File: config.mk
export PLATFORM = sky130hd
export DESIGN_NAME = trap_ctrl
export DESIGN_NICKNAME = d
export VERILOG_FILES = /design/src/rtl/trap_ctrl_pkg.sv /design/src/rtl/trap_ctrl_sync_ff.sv /design/src/rtl/trap_ctrl.sv
export SDC_FILE = /design/constraint.sdc
export NUM_CORES = 1
export LEC_CHECK = 0
export CELL_PAD_IN_SITES_DETAIL_PLACEMENT = 0
export CELL_PAD_IN_SITES_GLOBAL_PLACEMENT = 2
export CORE_ASPECT_RATIO = 1.1
export CORE_MARGIN = 4
export CORE_UTILIZATION = 26
export DETAILED_ROUTE_END_ITERATION = 10
export MAX_ROUTING_LAYER = met4
export PLACE_DENSITY = 0.79
export SYNTH_ARGS = -nofsm -noshare
export SYNTH_HDL_FRONTEND = slang
export SYNTH_HIERARCHICAL = 1
export SYNTH_SLANG_ARGS = --single-unit
File: constraint.sdc
create_clock -name clk_i -period 4.14 [get_ports clk_i]
set_clock_uncertainty 0.2 [all_clocks]
set_input_delay 0.414 -clock clk_i [delete_from_list [all_inputs] [get_ports clk_i]]
set_output_delay 0.414 -clock clk_i [all_outputs]
set_load 0.01 [all_outputs]
File: src/rtl/trap_ctrl_pkg.sv
// Shared definitions for the machine-mode trap sequencer: CSR addresses,
// exception codes, mcause values, mstatus bit positions and FSM encoding.
package trap_ctrl_pkg;

  // CSR addresses
  localparam logic [11:0] CSR_MSTATUS = 12'h300;
  localparam logic [11:0] CSR_MTVEC   = 12'h305;
  localparam logic [11:0] CSR_MEPC    = 12'h341;
  localparam logic [11:0] CSR_MCAUSE  = 12'h342;
  localparam logic [11:0] CSR_MTVAL   = 12'h343;

  // Decoded exception code as delivered by the decoder
  typedef enum logic [1:0] {
    EXC_NONE    = 2'b00,
    EXC_ILLEGAL = 2'b01,
    EXC_ECALL   = 2'b10,
    EXC_EBREAK  = 2'b11
  } exc_e;

  // mcause values
  localparam logic [31:0] MCAUSE_ILLEGAL = 32'd2;
  localparam logic [31:0] MCAUSE_EBREAK  = 32'd3;
  localparam logic [31:0] MCAUSE_ECALL   = 32'd11;
  localparam logic [31:0] MCAUSE_EXT_IRQ = 32'h8000_000B;

  // mstatus bit positions
  localparam int MSTATUS_MIE  = 3;
  localparam int MSTATUS_MPIE = 7;

  // FSM encoding
  localparam logic [2:0] ST_IDLE    = 3'd0;
  localparam logic [2:0] ST_TRAP    = 3'd1;
  localparam logic [2:0] ST_RET     = 3'd2;
  localparam logic [2:0] ST_REDIR_T = 3'd3;
  localparam logic [2:0] ST_REDIR_R = 3'd4;

  // Map a synchronous exception onto its mcause value
  function automatic logic [31:0] exc_cause(input exc_e exc);
    case (exc)
      EXC_ILLEGAL: return MCAUSE_ILLEGAL;
      EXC_ECALL:   return MCAUSE_ECALL;
      EXC_EBREAK:  return MCAUSE_EBREAK;
      default:     return 32'd0;
    endcase
  endfunction

endpackage

File: src/rtl/trap_ctrl_sync_ff.sv
// Flop chain synchroniser for a single asynchronous level signal.
// DEPTH sets the number of stages (2..4 in practice).
module trap_ctrl_sync_ff #(
  parameter int DEPTH = 2
) (
  input  logic clk_i,
  input  logic rst_i,
  input  logic d_i,
  output logic q_o
);

  logic [DEPTH-1:0] chain;

  // Shift the asynchronous input through the chain
  always_ff @(posedge clk_i or posedge rst_i) begin
    if (rst_i) begin
      chain <= '0;
    end else begin
      // NOTE: non-blocking so each stage takes its neighbour's pre-edge value.
      chain <= {chain[DEPTH-2:0], d_i};
    end
  end

  assign q_o = chain[DEPTH-1];

endmodule

File: src/rtl/trap_ctrl.sv
// Machine-mode trap sequencer in EX. Takes exceptions, mret and an external
// interrupt, owns mepc/mcause/mstatus(MIE,MPIE)/mtvec, and turns each event
// into a one-cycle stall followed by a one-cycle redirect pulse.
// Optional: define TRAP_CTRL_MTVAL_EN to add the mtval CSR at 0x343.
module trap_ctrl
  import trap_ctrl_pkg::*;
#(
  parameter logic [31:0] MTVEC_RESET     = 32'h0000_0100,
  parameter int          IRQ_SYNC_STAGES = 2
) (
  input  logic        clk_i,
  input  logic        rst_i,
  input  logic        valid_i,
  input  logic [31:0] pc_i,
  input  logic [1:0]  exception_i,
  input  logic        is_mret_i,
  input  logic [31:0] instr_i,
  input  logic        irq_i,
  input  logic        csr_we_i,
  input  logic [11:0] csr_addr_i,
  input  logic [31:0] csr_wdata_i,
  output logic [31:0] csr_rdata_o,
  output logic        stall_o,
  output logic        redirect_o,
  output logic [31:0] target_pc_o,
  output logic [31:0] mepc_o,
  output logic        mie_o
);

  logic [2:0]  state_q, state_d;
  logic [31:0] mepc_q, mcause_q, mtvec_q, mtval_rd;
  logic        mie_q, mpie_q;
  logic        irq_s;
  exc_e        exc;
  logic        take_exc, take_irq, take_trap, take_ret;

  trap_ctrl_sync_ff #(.DEPTH(IRQ_SYNC_STAGES)) u_irq_sync (
    .clk_i (clk_i),
    .rst_i (rst_i),
    .d_i   (irq_i),
    .q_o   (irq_s)
  );

  assign exc = exc_e'(exception_i);

  // Event selection, only in IDLE with a valid instruction:
  // exception beats interrupt beats mret
  always_comb begin
    // NOTE: every output gets a default first so no path infers a latch.
    take_exc  = 1'b0;
    take_irq  = 1'b0;
    take_trap = 1'b0;
    take_ret  = 1'b0;
    if (state_q == ST_IDLE && valid_i) begin
      take_exc  = (exc != EXC_NONE);
      take_irq  = !take_exc && irq_s && mie_q;
      take_trap = take_exc || take_irq;
      take_ret  = !take_trap && is_mret_i;
    end
  end

  // Next-state logic: event -> stall -> redirect -> IDLE
  always_comb begin
    state_d = ST_IDLE;
    case (state_q)
      ST_IDLE: begin
        if (take_trap)     state_d = ST_TRAP;
        else if (take_ret) state_d = ST_RET;
        else               state_d = ST_IDLE;
      end
      ST_TRAP:    state_d = ST_REDIR_T;
      ST_RET:     state_d = ST_REDIR_R;
      ST_REDIR_T: state_d = ST_IDLE;
      ST_REDIR_R: state_d = ST_IDLE;
      default:    state_d = ST_IDLE;
    endcase
  end

  // FSM state register
  always_ff @(posedge clk_i or posedge rst_i) begin
    if (rst_i) state_q <= ST_IDLE;
    else       state_q <= state_d;
  end

  // CSR registers; the trap/mret update is written after the CSR write so
  // it overrides the fields it touches, while mtvec writes always land
  always_ff @(posedge clk_i or posedge rst_i) begin
    if (rst_i) begin
      mepc_q   <= '0;
      mcause_q <= '0;
      mie_q    <= 1'b0;
      mpie_q   <= 1'b0;
      mtvec_q  <= {MTVEC_RESET[31:2], 2'b00};
    end else begin
      if (csr_we_i) begin
        case (csr_addr_i)
          CSR_MSTATUS: begin
            mie_q  <= csr_wdata_i[MSTATUS_MIE];
            mpie_q <= csr_wdata_i[MSTATUS_MPIE];
          end
          CSR_MTVEC:  mtvec_q  <= {csr_wdata_i[31:2], 2'b00};
          CSR_MEPC:   mepc_q   <= {csr_wdata_i[31:2], 2'b00};
          CSR_MCAUSE: mcause_q <= csr_wdata_i;
          default: ;
        endcase
      end
      if (take_trap) begin
        mepc_q   <= pc_i;
        mcause_q <= take_exc ? exc_cause(exc) : MCAUSE_EXT_IRQ;
        mpie_q   <= mie_q;
        mie_q    <= 1'b0;
      end else if (take_ret) begin
        mie_q  <= mpie_q;
        mpie_q <= 1'b1;
      end
    end
  end

`ifdef TRAP_CTRL_MTVAL_EN
  logic [31:0] mtval_q;

  // mtval: faulting instruction bits on illegal, zero on any other trap
  always_ff @(posedge clk_i or posedge rst_i) begin
    if (rst_i) begin
      mtval_q <= '0;
    end else if (take_trap) begin
      mtval_q <= (take_exc && exc == EXC_ILLEGAL) ? instr_i : 32'd0;
    end else if (csr_we_i && csr_addr_i == CSR_MTVAL) begin
      mtval_q <= csr_wdata_i;
    end
  end

  assign mtval_rd = mtval_q;
`else
  logic unused_instr;
  assign unused_instr = ^instr_i;
  assign mtval_rd     = 32'd0;
`endif

  // Combinational CSR read of pre-edge register values
  always_comb begin
    csr_rdata_o = '0;
    case (csr_addr_i)
      CSR_MSTATUS: begin
        csr_rdata_o[MSTATUS_MIE]  = mie_q;
        csr_rdata_o[MSTATUS_MPIE] = mpie_q;
      end
      CSR_MTVEC:  csr_rdata_o = {mtvec_q[31:2], 2'b00};
      CSR_MEPC:   csr_rdata_o = mepc_q;
      CSR_MCAUSE: csr_rdata_o = mcause_q;
      CSR_MTVAL:  csr_rdata_o = mtval_rd;
      default:    csr_rdata_o = '0;
    endcase
  end

  // Pipeline control decoded from registered state only
  always_comb begin
    stall_o     = 1'b0;
    redirect_o  = 1'b0;
    target_pc_o = '0;
    case (state_q)
      ST_TRAP, ST_RET: stall_o = 1'b1;
      ST_REDIR_T: begin
        redirect_o  = 1'b1;
        target_pc_o = {mtvec_q[31:2], 2'b00};
      end
      ST_REDIR_R: begin
        redirect_o  = 1'b1;
        target_pc_o = mepc_q;
      end
      default: ;
    endcase
  end

  assign mepc_o = mepc_q;
  assign mie_o  = mie_q;

endmodule

==> out/qor.txt <==
Final instance area -> 7935 µm²
Starting DRT DRC Count -> 286
Endpoint type of the worst setup path -> output pin
Cells after Synth -> 555
Placement Setup Slack -> 0.4419 ns
Critical path arrival -> 3.08 ns
Layout cell share with drive strength beyond 1 -> 11.41%
IO buf count -> 182
Top cell by count, worst path -> clkdlybuf4s50_1
Vias -> 5,308
Tmin final -> 3.697 ns
Dpl hpwl -> 12,860 µm
Post-Syn Nets -> 671
CTS Root Cell -> clkbuf_16
Area after DPL -> 7597 µm²
Gpl congestion -> 0.7792
CP Cell Sequence -> clkdlybuf4s50_1 -> or4_4 -> or4_1 -> nor2_4 -> buf_4 -> a221o_1 -> clkdlybuf4s50_1
Die span in x -> 147.6 µm
Worst skew pair latency -> 0.35 ns
CP startpoint kind -> input port
CTS tree -> built
First-pass GRT wire length -> 32,220 µm
Max VDD drop -> 0.1979 mV
Fmax -> 270.5 MHz
CP Buf/Inv Count -> 3
DR WL/cell -> 20.81 µm
RSZ-0062 raised after global routing -> no
Largest net degree at the start of global routing -> 86
Hold Crit Class -> input port to async pin
Crit path max-delay family -> buffers and inverters
Slew Viols, Final -> 0
Tot GR Track Use -> 17.65%
Top FF cell, synth -> dfrtp_1
Post-CTS Setup Repair Bufs -> 0
CP Class -> input port to output pin
Max_cap viols -> 0
Setup ws final -> 0.4427 ns
Slew @ Worst Pin -> 1.285 ns
Routed Antenna Nets -> 0
Synthesized area -> 5574 µm²
H-tree levels -> 3
Clk pin slew, worst setup/hold paths -> 0.06 ns
Tcrit/Tclk final -> 89.31%
DRT Wirelength -> 20,730 µm
R2R Setup Slk -> 1.57 ns
Core Rows -> 55
Post-synth EDFFs -> 0
CTS Hold Bufs -> 0
Rel. slew slack -> 14.05%
Area growth syn-to-layout -> 42.36%
Die Footprint -> 23,850 µm²
Maximum clock path buffer count -> 2
CP max FO -> 20
Nets@finish -> 821
Finish-stage setup viols -> 0
Yosys top cell by area -> dfrtp_1
Fin. Hold Viols -> 0
Async SR Flop Fraction -> 100.0%
Slowest CP cell -> or4_4
Syn avg cell area -> 10.04 µm²
Ports -> 215
Synth Warn # -> 6
Antenna violations before repair -> 1
Seq/Total Area, Yosys -> 45.36%
DR vias/cell -> 5.329
Fill count -> 2,056
Hold Slack -> 0.1011 ns
Count of cell types in the netlist -> 46
Yosys reg bits -> 101
Vias in the first global route -> 5,604
Leakage power -> 3.218 nW
Num CTS Buffers -> 9
Initial Util -> 26.73%
Core Area -> 20,850 µm²
CTS sink cnt -> 101
Synth area leaders -> dfrtp_1, mux2_4, nand3_1, o21ai_0, a221o_1
TNS Setup -> 0 ns
Status -> complete, no violations
Total iterations of the first detailed-routing run -> 4
CTS resizes -> 0
Power density over cell area -> 460.0 nW/µm²
Share of the synthesized area in the top cell type -> 44.89%
CP Data Required Time -> 3.53 ns
CP peak stage delay -> 0.57 ns
Die H -> 161.6 µm
DRC viols -> 0
Global route overflow -> 0
-- routing by layer --
layer  global-route usage [%]  vias up  share of wire (%)
met5                        -        -                  0
met4                    6.017        0                2.0
met3                    3.227       32                6.5
met2                    27.85      240                 47
met1                    22.92     2647                 44
li1                         -     2389                  -
-- stage by stage --
stage	util [%]	std cells	power, mW
3_3_place_gp	36.44	979	2.697
3_5_place_dp	36.44	979	2.724
6_report	38.06	996	3.650
4_1_cts	38.04	995	3.685
2_1_floorplan	-	555	1.951
5_1_grt	38.06	996	3.843
-- power by group --
part           internal [mW]  leakage [nW]  switching (mW)
sequential              1.18          1.29           0.202
clock                  0.565         0.166           0.391
combinational          0.680          1.76           0.631
-- path summary, 6_finish.rpt --
| kind | from | cells past startpoint | endpoint |
|---|---|---|---|
| max | csr_addr_i[5] | 7 | csr_rdata_o[21] |
| min | rst_i | 2 | u_irq_sync/chain[1]$_DFF_PP0_ |
| max reg2reg | state_q[1]$_DFF_PP0_ | 5 | mcause_q[0]$_DFFE_PP0P_ |
| min reg2reg | u_irq_sync/chain[0]$_DFF_PP0_ | 0 | u_irq_sync/chain[1]$_DFF_PP0_ |
| max in group asynchronous | rst_i | 3 | mepc_o[21]$_DFFE_PP0P_ |
| min in group clk_i | u_irq_sync/chain[0]$_DFF_PP0_ | 0 | u_irq_sync/chain[1]$_DFF_PP0_ |
-- synth_stat cells, types with 2 or more instances --
master,instances
nand3_1,63
mux2_4,30
a22o_1,32
nor2b_1,3
nor4b_2,2
a32oi_1,2
o21ai_1,5
and2_1,20
nor3b_1,2
buf_6,12
or2_2,2
inv_1,4
a31oi_1,32
and3_1,11
clkbuf_1,41
nand2_1,9
buf_4,4
dfrtp_1,100
nor2_1,35
a21oi_1,29
o21ai_0,62
a22oi_1,2
o21a_1,2
a221o_1,29
-- area by class of cell --
class / count / area, µm² / area share [%]
well taps: 285 / 356.6 / 4.494
clock inverters: 5 / 82.58 / 1.041
repair buffers: 196 / 1952 / 24.60
flip-flops and latches: 101 / 2529 / 31.87
multi-input cells: 393 / 2743 / 34.56
clock buffers: 11 / 252.7 / 3.185
diodes: 1 / 2.502 / 0.03154
inverters: 4 / 17.52 / 0.2208
-- layout by cell type, fill, tap and decap left out, types with 7 or more instances in the layout --
master           synthesis  final
nand3_1                 63     63
buf_4                    4     12
dfrtp_1                100    100
a31oi_1                 32     32
a221o_1                 29     29
a22o_1                  32     32
a21oi_1                 29     29
nor2_1                  35     35
nand2_1                  9      7
and3_1                  11     11
mux2_4                  30     30
clkdlybuf4s50_1          0    182
clkbuf_16                0      9
and2_1                  20     19
o21ai_0                 62     62
-- cells by family (layout without fill, tap and decap cells) --
family                 after synthesis  in the layout  synth area share, %
AO/OA/AOI/OAI                      199            199                23.88
AND/OR/NAND/NOR                    161            161                16.14
flip-flops                         101            101                45.36
buffers and inverters               61            216                5.993
multiplexers                        32             32                8.462
XOR/XNOR                             1              1               0.1572
other                                0              1                    0
-- registers in the layout, summed over array words and instances (netlist names) --
register,count
mtvec_q,30
u_irq_sync/chain,2
mpie_q,1
state_q,3
mepc_o,32
mie_o,1
mcause_q,32
No activity file was read; power rests on OpenSTA's default activity.
